File: src/rtl/apb_requester.sv
// APB3 requester: converts single-beat host commands into APB SETUP/ACCESS
// transfers, returns one response per command and aborts a transfer whose
// completer keeps pready low for too long.
//
// Handshakes: cmd_* and rsp_* are valid/ready pairs; a beat transfers on a
// rising edge where valid and ready are both high. Once raised, rsp_vld_o and
// the response fields hold until rsp_rdy_i takes them. cmd_rdy_o does not
// depend on cmd_vld_i.
module apb_requester #(
  parameter int unsigned TIMEOUT_CYCLES = 255
) (
  input  logic        pclk_i,
  input  logic        prst_i,
  input  logic        cmd_vld_i,
  output logic        cmd_rdy_o,
  input  logic        cmd_write_i,
  input  logic [31:0] cmd_addr_i,
  input  logic [31:0] cmd_wdata_i,
  output logic        rsp_vld_o,
  input  logic        rsp_rdy_i,
  output logic [31:0] rsp_rdata_o,
  output logic        rsp_err_o,
  output logic        rsp_timeout_o,
  output logic [31:0] paddr_o,
  output logic        pwrite_o,
  output logic        psel_o,
  output logic        penable_o,
  output logic [31:0] pwdata_o,
  input  logic [31:0] prdata_i,
  input  logic        pready_i,
  input  logic        pslverr_i,
  output logic [1:0]  dbg_state_o
);

  localparam int unsigned CW = (TIMEOUT_CYCLES == 0) ? 1 : $clog2(TIMEOUT_CYCLES + 1);
  localparam logic [CW-1:0] CNT_MAX  = {CW{1'b1}};
  localparam logic [CW-1:0] CNT_LAST = CW'(TIMEOUT_CYCLES - 1);
  localparam logic          TMO_EN   = (TIMEOUT_CYCLES != 0);

  typedef enum logic [1:0] {IDLE, SETUP, ACCESS, RESP} state_e;

  state_e        state_q, state_d;
  logic [CW-1:0] cnt_q, cnt_d;
  logic [31:0]   addr_q, addr_d;
  logic [31:0]   wdata_q, wdata_d;
  logic          write_q, write_d;
  logic [31:0]   rdata_q, rdata_d;
  logic          err_q, err_d;
  logic          tmo_q, tmo_d;
  logic          tmo_hit;

  // Final wait cycle: the counter has already seen TIMEOUT_CYCLES-1 stalls.
  assign tmo_hit = TMO_EN && (cnt_q == CNT_LAST);

  // State register and datapath registers; reset drops any transfer in flight.
  always_ff @(posedge pclk_i or posedge prst_i) begin
    if (prst_i) begin
      state_q <= IDLE;
      cnt_q   <= '0;
      addr_q  <= '0;
      wdata_q <= '0;
      write_q <= 1'b0;
      rdata_q <= '0;
      err_q   <= 1'b0;
      tmo_q   <= 1'b0;
    end else begin
      state_q <= state_d;
      cnt_q   <= cnt_d;
      addr_q  <= addr_d;
      wdata_q <= wdata_d;
      write_q <= write_d;
      rdata_q <= rdata_d;
      err_q   <= err_d;
      tmo_q   <= tmo_d;
    end
  end

  // Next-state logic: latch command in IDLE, capture response in ACCESS.
  always_comb begin
    state_d = state_q;
    cnt_d   = cnt_q;
    addr_d  = addr_q;
    wdata_d = wdata_q;
    write_d = write_q;
    rdata_d = rdata_q;
    err_d   = err_q;
    tmo_d   = tmo_q;
    case (state_q)
      IDLE: begin
        if (cmd_vld_i) begin
          addr_d  = cmd_addr_i;
          wdata_d = cmd_wdata_i;
          write_d = cmd_write_i;
          cnt_d   = '0;
          state_d = SETUP;
        end
      end
      SETUP: state_d = ACCESS;
      ACCESS: begin
        if (pready_i) begin
          // A completion in the timeout cycle still counts as normal.
          rdata_d = write_q ? 32'h0 : prdata_i;
          err_d   = pslverr_i;
          tmo_d   = 1'b0;
          state_d = RESP;
        end else if (tmo_hit) begin
          rdata_d = 32'h0;
          err_d   = 1'b1;
          tmo_d   = 1'b1;
          state_d = RESP;
        end else if (cnt_q != CNT_MAX) begin
          cnt_d = cnt_q + CW'(1);
        end
      end
      RESP: begin
        if (rsp_rdy_i) state_d = IDLE;
      end
      default: state_d = IDLE;
    endcase
  end

  assign cmd_rdy_o     = (state_q == IDLE) && !prst_i;
  assign psel_o        = (state_q == SETUP) || (state_q == ACCESS);
  assign penable_o     = (state_q == ACCESS);
  assign rsp_vld_o     = (state_q == RESP);
  assign paddr_o       = addr_q;
  assign pwdata_o      = wdata_q;
  assign pwrite_o      = write_q;
  assign rsp_rdata_o   = rdata_q;
  assign rsp_err_o     = err_q;
  assign rsp_timeout_o = tmo_q;
  assign dbg_state_o   = state_q;

endmodule

File: config.mk
export PLATFORM = sky130hd
export DESIGN_NAME = apb_requester
export DESIGN_NICKNAME = d
export VERILOG_FILES = /design/src/rtl/apb_requester.sv
export SDC_FILE = /design/constraint.sdc
export NUM_CORES = 1
export LEC_CHECK = 0
export ABC_AREA = 0
export BUFFER_PORTS_ARGS = -buffer_cell sky130_fd_sc_hd__buf_2
export CAP_MARGIN = 20
export CORE_ASPECT_RATIO = 1.25
export CORE_MARGIN = 10
export CORE_UTILIZATION = 46
export CTS_CLUSTER_SIZE = 16
export DETAILED_ROUTE_END_ITERATION = 16
export GPL_ROUTABILITY_DRIVEN = 0
export GPL_TIMING_DRIVEN = 0
export PLACE_DENSITY = 0.91
export SYNTH_ARGS = -nofsm -noshare
export SYNTH_HDL_FRONTEND = slang
export SYNTH_SLANG_ARGS = --single-unit
File: constraint.sdc
create_clock -name pclk_i -period 3.8 [get_ports pclk_i]
set_input_delay 0.19 -clock pclk_i [delete_from_list [all_inputs] [get_ports pclk_i]]
set_output_delay 0.19 -clock pclk_i [all_outputs]
set_load 0.01 [all_outputs]
==> results of run 1 <==
where the power goes:
group / leakage, nW / switching [mW] / internal (mW) / total (mW)
logic: 1.51 / 1.03 / 0.986 / 2.01
clock network: 0.146 / 0.407 / 0.530 / 0.937
registers: 1.34 / 0.298 / 1.71 / 2.01
synth_stat cells (5+ instances only):
| master | n |
|---|---|
| sky130_fd_sc_hd__a21oi_1 | 5 |
| sky130_fd_sc_hd__a22o_1 | 32 |
| sky130_fd_sc_hd__a31oi_1 | 6 |
| sky130_fd_sc_hd__buf_2 | 5 |
| sky130_fd_sc_hd__clkbuf_1 | 6 |
| sky130_fd_sc_hd__dfrtp_1 | 109 |
| sky130_fd_sc_hd__ha_1 | 6 |
| sky130_fd_sc_hd__inv_1 | 12 |
| sky130_fd_sc_hd__mux2_2 | 66 |
| sky130_fd_sc_hd__nand2_1 | 5 |
| sky130_fd_sc_hd__nand3_1 | 5 |
| sky130_fd_sc_hd__nor2_1 | 7 |
worst reg2reg max path: cells and delay by family (launching register included):
| kind | cells | cell delay (ns) |
|---|---|---|
| multiplexers | 1 | 0.38 |
| flip-flops | 1 | 0.42 |
| buffers and inverters | 3 | 0.76 |
| adder cells (fa/ha/maj) | 1 | 0.23 |
| AND/OR/NAND/NOR | 1 | 0.22 |
per-layer routing:
layer	vias to the layer above	wire length [um]	global-route usage
li1	1499	-	-
met1	1606	4250	0.174
met2	144	6610	0.315
met3	22	1020	0.0568
met4	0	286	0.0766
met5	-	0	0
cell families after synthesis:
group,after synthesis
adders and majority gates,6
buffers and inverters,27
muxes,67
AOI/OAI and AO/OA,56
and+or+nand+nor,29
DFF,109
layout make-up:
cell class / instances / area, um^2
buffer: 15 / 70.1
clock buffer: 11 / 243
clock inverter: 5 / 60.1
fill: 716 / 3310
inverter: 12 / 47.5
multi-input combinational: 158 / 1440
sequential: 109 / 2730
tap: 123 / 154
timing repair buffer: 209 / 1070
state kept, by name (all words and copies together), names as in the netlist:
| name | flops |
|---|---|
| rsp_rdata_o | 32 |
| pwrite_o | 1 |
| pwdata_o | 32 |
| rsp_err_o | 1 |
| cnt_q | 8 |
| paddr_o | 32 |
| dbg_state_o | 2 |
| rsp_timeout_o | 1 |
placed cells by master, fill, tap and decap left out, drive strengths merged, types with 7 or more instances in the layout:
master | Yosys | final
a22o | 32 | 32
clkbuf | 6 | 17
dfrtp | 109 | 109
inv | 12 | 12
buf | 9 | 217
nor2 | 7 | 7
o21ai | 7 | 7
mux2 | 66 | 66
final timing paths:
kind / startpoint / endpoint / slack (ns) / depth (start not counted)
worst max register to register: dbg_state_o[1] / pwdata_o[22] / 1.67 / 6
min in group asynchronous: prst_i / dbg_state_o[1] / 0.48 / 3
worst min-delay path: prdata_i[1] / rsp_rdata_o[1] / 0.07 / 2
worst min register to register: rsp_rdata_o[30] / rsp_rdata_o[30] / 0.50 / 1
max in group asynchronous: prst_i / rsp_rdata_o[28] / 2.62 / 4
worst max-delay path: dbg_state_o[1] / pwdata_o[22] / 1.67 / 6
through the flow:
stage          instances  hold slack [ns]
4_1_cts              642           0.0564
6_report             642           0.0663
3_3_place_gp         624            0.416
3_5_place_dp         625            0.311
2_1_floorplan        294            0.276
5_1_grt              642           0.0550
==> summary by stage, run 1 <==
Job
Max-cap violations in this run came to 0.

Final layout
Of the cells placed in the final design, the portion with a size suffix greater than 1 is 0.580. The total number of nets in the final design is a little over 600. The area added between synthesis and finish is 35.8%. 0 antenna diodes ended up in the layout. Measured on the finished design, the core utilization comes to 0.637. With fillers left out, the area of the finished cells amounts to approximately 0.0058 mm^2.

Placement
The placed instance area is about 0.0055 mm^2. The count of port buffers added during placement is between 200 and 250. Prior to clock tree synthesis, the placed netlist has a worst setup slack of about 1.7 ns. The wire-length estimate of the detail-placed layout is slightly below 10000 um.

Route
The number of optimization iterations in the first detailed-route pass is 4. Summing over every cut layer, the via total after detailed routing is 3271. Dividing the detail-routed via count by the number of cells gives roughly 5. The number of design-rule violations left by the first detailed-router iteration is 144.

The routed length per placed instance is roughly 19 um. In the routed design, unresolved DRC markers number 0. The final layout contains routed wiring with a total length of approximately 12000 um. The count of nets left with antenna violations after detail routing is 0.

Power and ir drop
The maximum vdd drop is 377 uV. Power comes to approximately 5 mW. The power density normalized to cell area is ~850 mW/mm^2.

The total leakage power is between 2 and 3 nW.

Worst setup path
The type of element capturing the critical path is a flop. The worst setup path is launched from a flop. On the critical path, the stage with the largest delay is an instance of sky130_fd_sc_hd__dfrtp_1. The classification of the worst setup path is flop to flop. The total buffers and inverters traversed by the critical path is 3. The most frequent cell on the critical path is sky130_fd_sc_hd__buf_2. Data on the critical path is required at its endpoint by around 4.0 ns. The kind of cell adding the most delay to the critical path is buffers and inverters.

The worst endpoint data arrival time is approximately 2.4 ns. In this run the worst path has a maximum fanout of 10. The largest single stage delay on the critical path is about 0.42 ns.

The signal on the critical path passes through inv_1, ha_1, nand2_1, buf_2, buf_2, mux2_2.

Synthesis
When the netlist entered floorplanning its net count stood at 403. The most used flip-flop cell after synthesis is sky130_fd_sc_hd__dfrtp_1. Of the post-synthesis cell area, the part taken by muxes is 0.176. The largest family of logic cells by synthesized area is multiplexers. After synthesis, the netlist uses 30 different library cells.

The largest total area in the synthesized netlist belongs to sky130_fd_sc_hd__dfrtp_1. Of the total synthesized cell area, the portion taken by full adders, half adders and majority gates is 0.0175. The count of flip-flops with a built-in enable after synthesis is 0. The xor and xnor area share after synthesis is 0.

The fraction of registers with async set/reset is 1.00. The number of warnings issued by yosys is 0. The post-synthesis average cell area is between 10 and 15 um^2. The area of the mapped netlist is around 0.0043 mm^2. The portion of synthesized cell area occupied by the leading cell type is 0.637.

The share of the Yosys chip area taken by registers is 0.637. After synthesis the netlist holds a flip-flop and latch count of between 100 and 150. The fraction of the mapped netlist area in compound gates is 0.107. Of the total synthesized cell area, the portion taken by AND, OR, NAND and NOR gates is 0.0354.

Synthesis produced between 200 and 300 cells. Sorting the synthesized cells by area gives the leading types as sky130_fd_sc_hd__dfrtp_1 64%, sky130_fd_sc_hd__mux2_2 17%, sky130_fd_sc_hd__a22o_1 6.5%, sky130_fd_sc_hd__ha_1 1.8%, sky130_fd_sc_hd__inv_1 1.1%.

STA
Static timing analysis puts the maximum clock frequency at between 400 and 500 MHz. The number of endpoints with negative hold slack in the final report is 0. Setup repair after global routing left no endpoint under its margin. Setup violations remaining at the end of the flow were counted as 0. The minimum period implied by the final worst setup slack is around 2.1 ns. The slew of the pin with the lowest slew margin is 0.575 ns. The setup slack of the critical path after layout is approximately 1.7 ns. The worst-case clock skew is 0.00697 ns. The final-report max-slew violation count is 0. The fraction of the cycle the final worst path needs is 0.560. Adding up every negative setup slack in the final design gives 0 ns. The normalized max-slew margin is 0.616.

GRT
Entering global routing, the biggest net connects 66 pins. For this run the aggregate overflow at the end of global routing stands at 0. Across every metal layer, demand over resource in global routing totals 0.173. The number of antenna violations at the first check in global routing was 0. The wire length of the first global-routing pass is around 19000 um. The via count of the first global-routing pass is roughly 3600.

Clock tree
The CTS tree is done. For this design, the sink count on the clock tree is roughly 110. The cell sitting at the root of the clock tree is a sky130_fd_sc_hd__clkbuf_16.

The later pin in the worst-skew pair is clocked with a latency of roughly 0.34 ns. Buffers inserted during clock tree synthesis total 9. The number of setup buffers added after CTS is 0. The H-tree was split into 3 levels. Gates resized during post-CTS repair numbered 0. The number of hold buffers added after CTS was 1. Counting along the longest clock path gives a buffer depth of 2. The clock-pin slew of the registers on the worst-case setup and hold paths is approximately 0.070 ns.

Hold path
The worst min-delay path category is primary input to flop.

Status
The flow ran to the end, and the final reports show no timing, DRC or antenna violations.

Floorplan
The initial utilization of the core area, before any placement, comes to 0.469. The chip height is 128 um. The die boundary width is approximately 110 um. The die covers approximately 0.014 mm^2. The area of the placeable core is between 0.009 and 0.01 mm^2. The number of rows created at floorplan is 39. The I/O pin count is roughly 210.
Power figures use the tool's default switching activity.
==> run 2: changes to the inputs <==
--- a/config.mk
+++ b/config.mk
@@ -10,12 +10,12 @@
 export CAP_MARGIN = 20
 export CORE_ASPECT_RATIO = 1.25
 export CORE_MARGIN = 10
-export CORE_UTILIZATION = 46
+export CORE_UTILIZATION = 41
 export CTS_CLUSTER_SIZE = 16
 export DETAILED_ROUTE_END_ITERATION = 16
 export GPL_ROUTABILITY_DRIVEN = 0
 export GPL_TIMING_DRIVEN = 0
-export PLACE_DENSITY = 0.91
+export PLACE_DENSITY = 0.86
 export SYNTH_ARGS = -nofsm -noshare
 export SYNTH_HDL_FRONTEND = slang
 export SYNTH_SLANG_ARGS = --single-unit
==> constraint.sdc (replaced) <==
create_clock -name pclk_i -period 1.8 [get_ports pclk_i]
set_input_delay 0.09 -clock pclk_i [delete_from_list [all_inputs] [get_ports pclk_i]]
set_output_delay 0.09 -clock pclk_i [all_outputs]
set_load 0.01 [all_outputs]
==> run 2 against run 1 <==
  * Total power up 120%
  * First-iteration DRC count is 10% higher
  * Sequential share of layout area fell by 7.0 points
  * Critical endpoint is now rsp_rdata_o[27]
  * Via count up 16%
  * Critical path type unchanged
  * Utilization up 3.6 points
  * Setup slack got worse by 1.6 ns
  * Sequential cell count unchanged
  * Non-clock buffer count increased by 97
  * Combinational power grew 130%
  * Clock-buffer cell count is the same
==> summary by stage, run 2 (synthesized netlist as in run 1, its figures left out) <==
Status
The run finished with clean final reports.

Floorplan
The die boundary width is between 100 and 150 um. The core region is 0.0102 mm^2. The I/O pin count is ~210. For this configuration, the core starts out at a cell density of 0.421.

In this run the core area contains 41 standard-cell rows. Measured along the y axis, the die boundary spans 134 um. The full die area is approximately 0.015 mm^2.

Placement
The wire-length estimate of the detail-placed layout is a little under 10000 um. The number of placed instances, taps included, is ~630. In this run the tool buffered the top-level ports with between 200 and 250 buffer cells.

Clock tree
The CTS tree is done. The number of clock buffers added by TritonCTS is 9. The master cell of the clock root buffer is sky130_fd_sc_hd__clkbuf_16.

The clock-pin slew of the registers on the worst-case setup and hold paths is roughly 0.070 ns. Counting every sink on the clock net gives ~110. The level count of the clock H-tree is 3.

The maximum buffer depth of the clock tree is 2. At the later pin of the worst-skew pair, clock insertion delay measures between 0.3 and 0.4 ns.

GRT
The total global routing overflow is 0. Entering global routing, the biggest net connects 44 pins. For this run, the total global-route usage over all layers was measured as 0.189.

The via count of the first global-routing pass was ~4300. The number of antenna violations at the first check in global routing is 2. The wire length of the first global-routing pass is 22900 um.

Final layout
The top cell types in the final layout, fill and taps aside, are 214 x sky130_fd_sc_hd__buf_2, 109 x sky130_fd_sc_hd__dfrtp_1, 93 x sky130_fd_sc_hd__dlygate4sd3_1. The area added between synthesis and finish is 59.6%. The most common library cell in the layout ignoring fill and taps is sky130_fd_sc_hd__buf_2. The total number of nets in the final design is 720. Excluding fillers, the count of instances in the completed layout stands at around 750. The share of post-route cells with drive strength above 1 is 0.524.

STA
The final-report max-slew violation count is 0. Setup violations remaining at the end of the flow were counted as 0. The number of endpoints with negative hold slack in the final report is 0. The fraction of the cycle the final worst path needs is 0.969.

At the pin with the least slew margin, the transition time is ~1 ns. For this run, the top clock speed supported by timing is around 570 MHz. The worst-case clock skew is between 0.009 and 0.01 ns. The minimum period implied by the final worst setup slack is ~1.7 ns. The worst hold slack after final layout is roughly 0.018 ns. The normalized max-slew margin is 0.346.

Worst setup path
STA classifies the critical path endpoint as a flop. The critical path startpoint is dbg_state_o[0]. STA classifies the critical path startpoint as a flop. By startpoint and endpoint, the worst setup path is classified as flop to flop. The worst-path maximum fanout is 10.

In this run the critical register-to-register path is launched from dbg_state_o[0]. In this run the register-to-register setup slack is approximately 0.056 ns. The required time of the critical path is around 2 ns. The worst endpoint data arrival time is between 1.5 and 2 ns.

The depth of the worst register-to-register path is 6. The reg-to-reg endpoint is rsp_rdata_o[27].

Power and ir drop
The share of total power dissipated in the clock network is 0.169. Of the total power, the share spent switching nets is 0.360. Of the total power, combinational logic draws 0.432. The analysis attributes to cell leakage a power of around 3.4 nW. The design internal power is a little under 7 mW. VDD sags by at most 700 uV. The power density normalized to cell area is between 1500 and 2000 mW/mm^2.

The reported net switching power is 3.88 mW. The fraction of power consumed by sequential logic is 0.399.

Hold path
The worst hold path passes through 2 cells. The end of the worst hold path is pwdata_o[24]. The worst hold path belongs to the class primary input to flop. In this run the most critical hold path is launched from cmd_wdata_i[24].

Route
The post-detailed-route DRC marker count is 0. In this run, the number of DRC markers left after iteration 0 of detailed routing was roughly 160. The via count of the routed design is 3787.

In the routed layout, each cell is associated on average with a via count of between 5 and 6. After detailed routing, the average wire length per cell comes to roughly 20 um. The count of nets left with antenna violations after detail routing is 0.

After detailed routing, the total wire length is 14900 um. The number of optimization iterations in the first detailed-route pass is 4.

Job
The total of max-cap violations is 0.
[run 2: worst max-delay path: stages, from the launching register on]
cell,delay [ns]
sky130_fd_sc_hd__dfrtp_1,0.41
sky130_fd_sc_hd__inv_1,0.17
sky130_fd_sc_hd__ha_2,0.28
sky130_fd_sc_hd__buf_4,0.22
sky130_fd_sc_hd__o21ai_2,0.13
sky130_fd_sc_hd__buf_2,0.21
sky130_fd_sc_hd__a22o_1,0.20
[run 2: layout make-up]
type	count	area (um^2)
fill	705	3330
sequential	109	2730
timing repair buffer	306	2040
multi-input combinational	158	1480
clock buffer	11	243
tap	129	161
buffer	15	109
inverter	12	48.8
clock inverter	4	25.0
antenna	2	5.00
[run 2: stage by stage]
| step | total power [mW] | cell area (um^2) | util | setup TNS (ns) | setup slack (ns) |
|---|---|---|---|---|---|
| finish | 10.8 | 6830 | 0.673 | 0 | 0.0557 |
| CTS | 10.6 | 6760 | 0.665 | 0 | 0.00716 |
| global route | 11.4 | 6830 | 0.673 | -0.537 | -0.0545 |
| floorplan | 6.64 | 4280 | - | 0 | 0.0547 |
| detailed placement | 8.59 | 5520 | 0.543 | -15.13 | -0.272 |
| global placement | 8.32 | 5480 | 0.540 | -30.42 | -0.204 |
[run 2: worst max path at each step]
stage / end / slack [ns]
finish: rsp_rdata_o[27] / 0.06
global route: dbg_state_o[1] / -0.05
CTS: rsp_rdata_o[26] / 0.007
detailed placement: rsp_rdata_o[26] / -0.27
global placement: rsp_rdata_o[30] / -0.20
floorplan: pwdata_o[10] / 0.05
[run 2: timing repair]
action	in CTS	in global routing
hold buffers	92	1
hold endpoints to repair	120	1
gates resized for setup	21	12
buffers inserted	0	4
setup endpoints to repair	93	70
pin swaps	0	1
[run 2: per-layer routing]
| metal | wire, um | global-route usage |
|---|---|---|
| met5 | 0 | 0 |
| met4 | 514 | 0.0851 |
| met3 | 858 | 0.0495 |
| met2 | 8450 | 0.362 |
| met1 | 5030 | 0.183 |
[run 2: power groups by stage]
| stage | clock network, mW | logic (mW) | registers, mW |
|---|---|---|---|
| 4_1_cts | 1.85 | 4.54 | 4.25 |
| 3_5_place_dp | 0 | 4.32 | 4.27 |
| 5_1_grt | 1.98 | 5.02 | 4.43 |
| 3_3_place_gp | 0 | 4.14 | 4.17 |
| 2_1_floorplan | 0 | 1.88 | 4.76 |
| 6_report | 1.82 | 4.66 | 4.30 |
==> run 3: changes to the inputs <==
--- a/config.mk
+++ b/config.mk
@@ -14,7 +14,6 @@
 export CTS_CLUSTER_SIZE = 16
 export DETAILED_ROUTE_END_ITERATION = 16
 export GPL_ROUTABILITY_DRIVEN = 0
-export GPL_TIMING_DRIVEN = 0
 export PLACE_DENSITY = 0.86
 export SYNTH_ARGS = -nofsm -noshare
 export SYNTH_HDL_FRONTEND = slang
==> run 3 against run 2 <==
  * Critical endpoint is now pwdata_o[16]
  * Register-to-register slack improved by 0.05 ns
  * Clock-buffer cell count increased by 2
  * Setup slack improved by 0.047 ns
==> summary by stage, run 3 (synthesized netlist as in run 1, its figures left out) <==
STA
The normalized max-slew margin is 0.777. The worst-case clock skew is roughly 0.0069 ns. The final-report max-slew violation count is 0.

Counting I/O delays and the setup requirement, the final critical path takes roughly 1.7 ns. The worst hold slack after final layout is approximately 0.0056 ns. Setup repair after global routing left no endpoint under its margin. The slew of the pin with the lowest slew margin is 0.334 ns. Setup violations remaining at the end of the flow were counted as 0.

In the finished design, the share of the clock period the worst path needs comes to 0.943. Static timing analysis puts the maximum clock frequency at approximately 590 MHz. The number of endpoints with negative hold slack in the final report is 0. The final sum of negative setup slack is 0 ns.

Hold path
Counting instances, the worst hold path has a depth of 2. The tightest min-delay check is of the primary input to flop type. The worst hold path begins at cmd_addr_i[22].

Clock tree
The CTS tree is done. Counting along the longest clock path gives a buffer depth of 2. Clock-pin slew was measured on the worst setup and hold paths at 0.07 ns. For this design, the sink count on the clock tree is around 110. The later pin in the worst-skew pair is clocked with a latency of approximately 0.34 ns. CTS built an H-tree with a depth of 3. The master cell of the clock root buffer is sky130_fd_sc_hd__clkbuf_16. Counting the buffers created by CTS gives 9.

Floorplan
The chip height is 134 um. For this design the top-level I/O count stands at around 210. The floorplan has about 40 rows. From left edge to right edge, the die measures approximately 110 um. The die covers 0.0149 mm^2.

The region available for standard cell placement spans 0.0102 mm^2. The starting density of the core is 0.421.

Route
The routed length per placed instance is about 20 um. Before antenna repair, the detailed router went through 4 iterations. Once detail routing completed, the nets flagged for antenna violations numbered 0. The via count of the routed design is 3695. Summed over all layers, the routed wires come to ~15000 um. The number of design-rule violations left by the first detailed-router iteration is 290. In the routed layout, each cell is associated on average with a via count of around 5. After detailed routing, the number of remaining DRC violations is 0.

Final layout
The share of post-route cells with drive strength above 1 is 0.507. The utilization after layout is 0.677. The area added between synthesis and finish is 60.7%. The total number of nets in the final design is slightly above 700. The most common library cell in the layout ignoring fill and taps is sky130_fd_sc_hd__buf_2. Leaving out fill and tap cells, the most frequent cells in the layout are 207 x sky130_fd_sc_hd__buf_2, 109 x sky130_fd_sc_hd__dfrtp_1, 98 x sky130_fd_sc_hd__dlygate4sd3_1.

Worst setup path
The critical path starts at dbg_state_o[0]. The critical path goes through inv_1, ha_2, nand2_2, buf_12, mux2_2. Counting buffers and inverters, the worst setup path is 5 cells deep. The worst setup path is captured at a flop. In this run the critical register-to-register path is launched from dbg_state_o[0]. Counting both buffers and inverters, the worst setup path holds a total of 2. The worst setup path is of the flop to flop kind.

The depth of the worst register-to-register path is 5. STA classifies the critical path startpoint as a flop. The cell at the slowest stage of the critical path is sky130_fd_sc_hd__dfrtp_1. In this run the worst path has a maximum fanout of 64. For the worst setup path, the data required time is 2.02 ns. Among cell families on the critical path, the largest total delay comes from buffers and inverters. The longest individual stage delay on the worst path is ~0.39 ns. The worst endpoint data arrival time is 1.92 ns.

Power and ir drop
The part of the total power dissipated in combinational logic is 0.422. The fraction of power consumed by sequential logic is 0.394. Of the total power, the share spent switching nets is 0.351. The maximum vdd drop is between 700 and 800 uV.

The reported net switching power is around 3.8 mW. Of the total power, the clock network draws 0.184. In this run the static leakage power is between 3 and 4 nW. The post-route total power is 10.9 mW. The internal portion of the total power is 7.09 mW. The power density normalized to cell area is around 1600 mW/mm^2.

GRT
The global-route usage over all layers is 0.192. The number of antenna violations at the first check in global routing came to 1. The total global routing overflow is 0.

The first global-routing pass estimated between 20000 and 25000 um of wire. The maximum number of pins on one net before global-route repair is 65. The via count of the first global-routing pass is 4200.

Placement
The count of port buffers added during placement is 207. The detailed placer's ending HPWL is around 9300 um.

Job
Max-cap violations in this run came to 0.

Status
The flow ran to the end, and the final reports show no timing, DRC or antenna violations.
==> run 3: layout make-up <==
type	instances	area (um^2)
antenna	1	2.50
clock buffer	13	260
clock inverter	3	43.8
fill	683	3280
inverter	12	48.8
multi-input combinational	158	1460
sequential	109	2730
tap	129	161
timing repair buffer	316	2170
==> run 3: worst paths after layout <==
kind	end	slack [ns]
setup / recovery	pwdata_o[16]	0.10
hold / removal	paddr_o[22]	0.006
setup reg to reg	pwdata_o[16]	0.10
hold reg to reg	paddr_o[17]	0.50
max in group asynchronous	rsp_rdata_o[3]	1.09
min in group asynchronous	dbg_state_o[0]	0.43
==> run 3: per-layer routing <==
layer  track usage  up-vias  share of wire
met4        0.0966        0          0.040
met5             0        -              0
met1         0.189     1794           0.34
met2         0.353      170           0.55
li1              -     1690              -
met3        0.0620       41          0.070
==> run 3: what timing repair did <==
action / CTS / global route
endpoints found under the setup margin: 0 / 13
gates resized for setup: 0 / 3
hold buffers: 98 / 0
endpoints found under the hold margin: 206 / 0
buffers inserted: 0 / 0
==> run 3: power groups by stage <==
stage / Combinational [mW] / Sequential, mW / Clock, mW
finish: 4.61 / 4.31 / 2.01
global route: 4.98 / 4.44 / 2.18
CTS: 4.58 / 4.25 / 2.04
detailed placement: 4.40 / 4.27 / 0
global placement: 4.23 / 4.19 / 0
floorplan: 1.88 / 4.76 / 0
==> run 3: through the flow <==
stage | std cells | cell area (um^2) | setup WS [ns]
finish | 741 | 6880 | 0.103
global route | 741 | 6880 | 0.0141
CTS | 740 | 6860 | 0.107
detailed placement | 626 | 5580 | 0.116
global placement | 626 | 5580 | 0.206
floorplan | 294 | 4280 | 0.0547
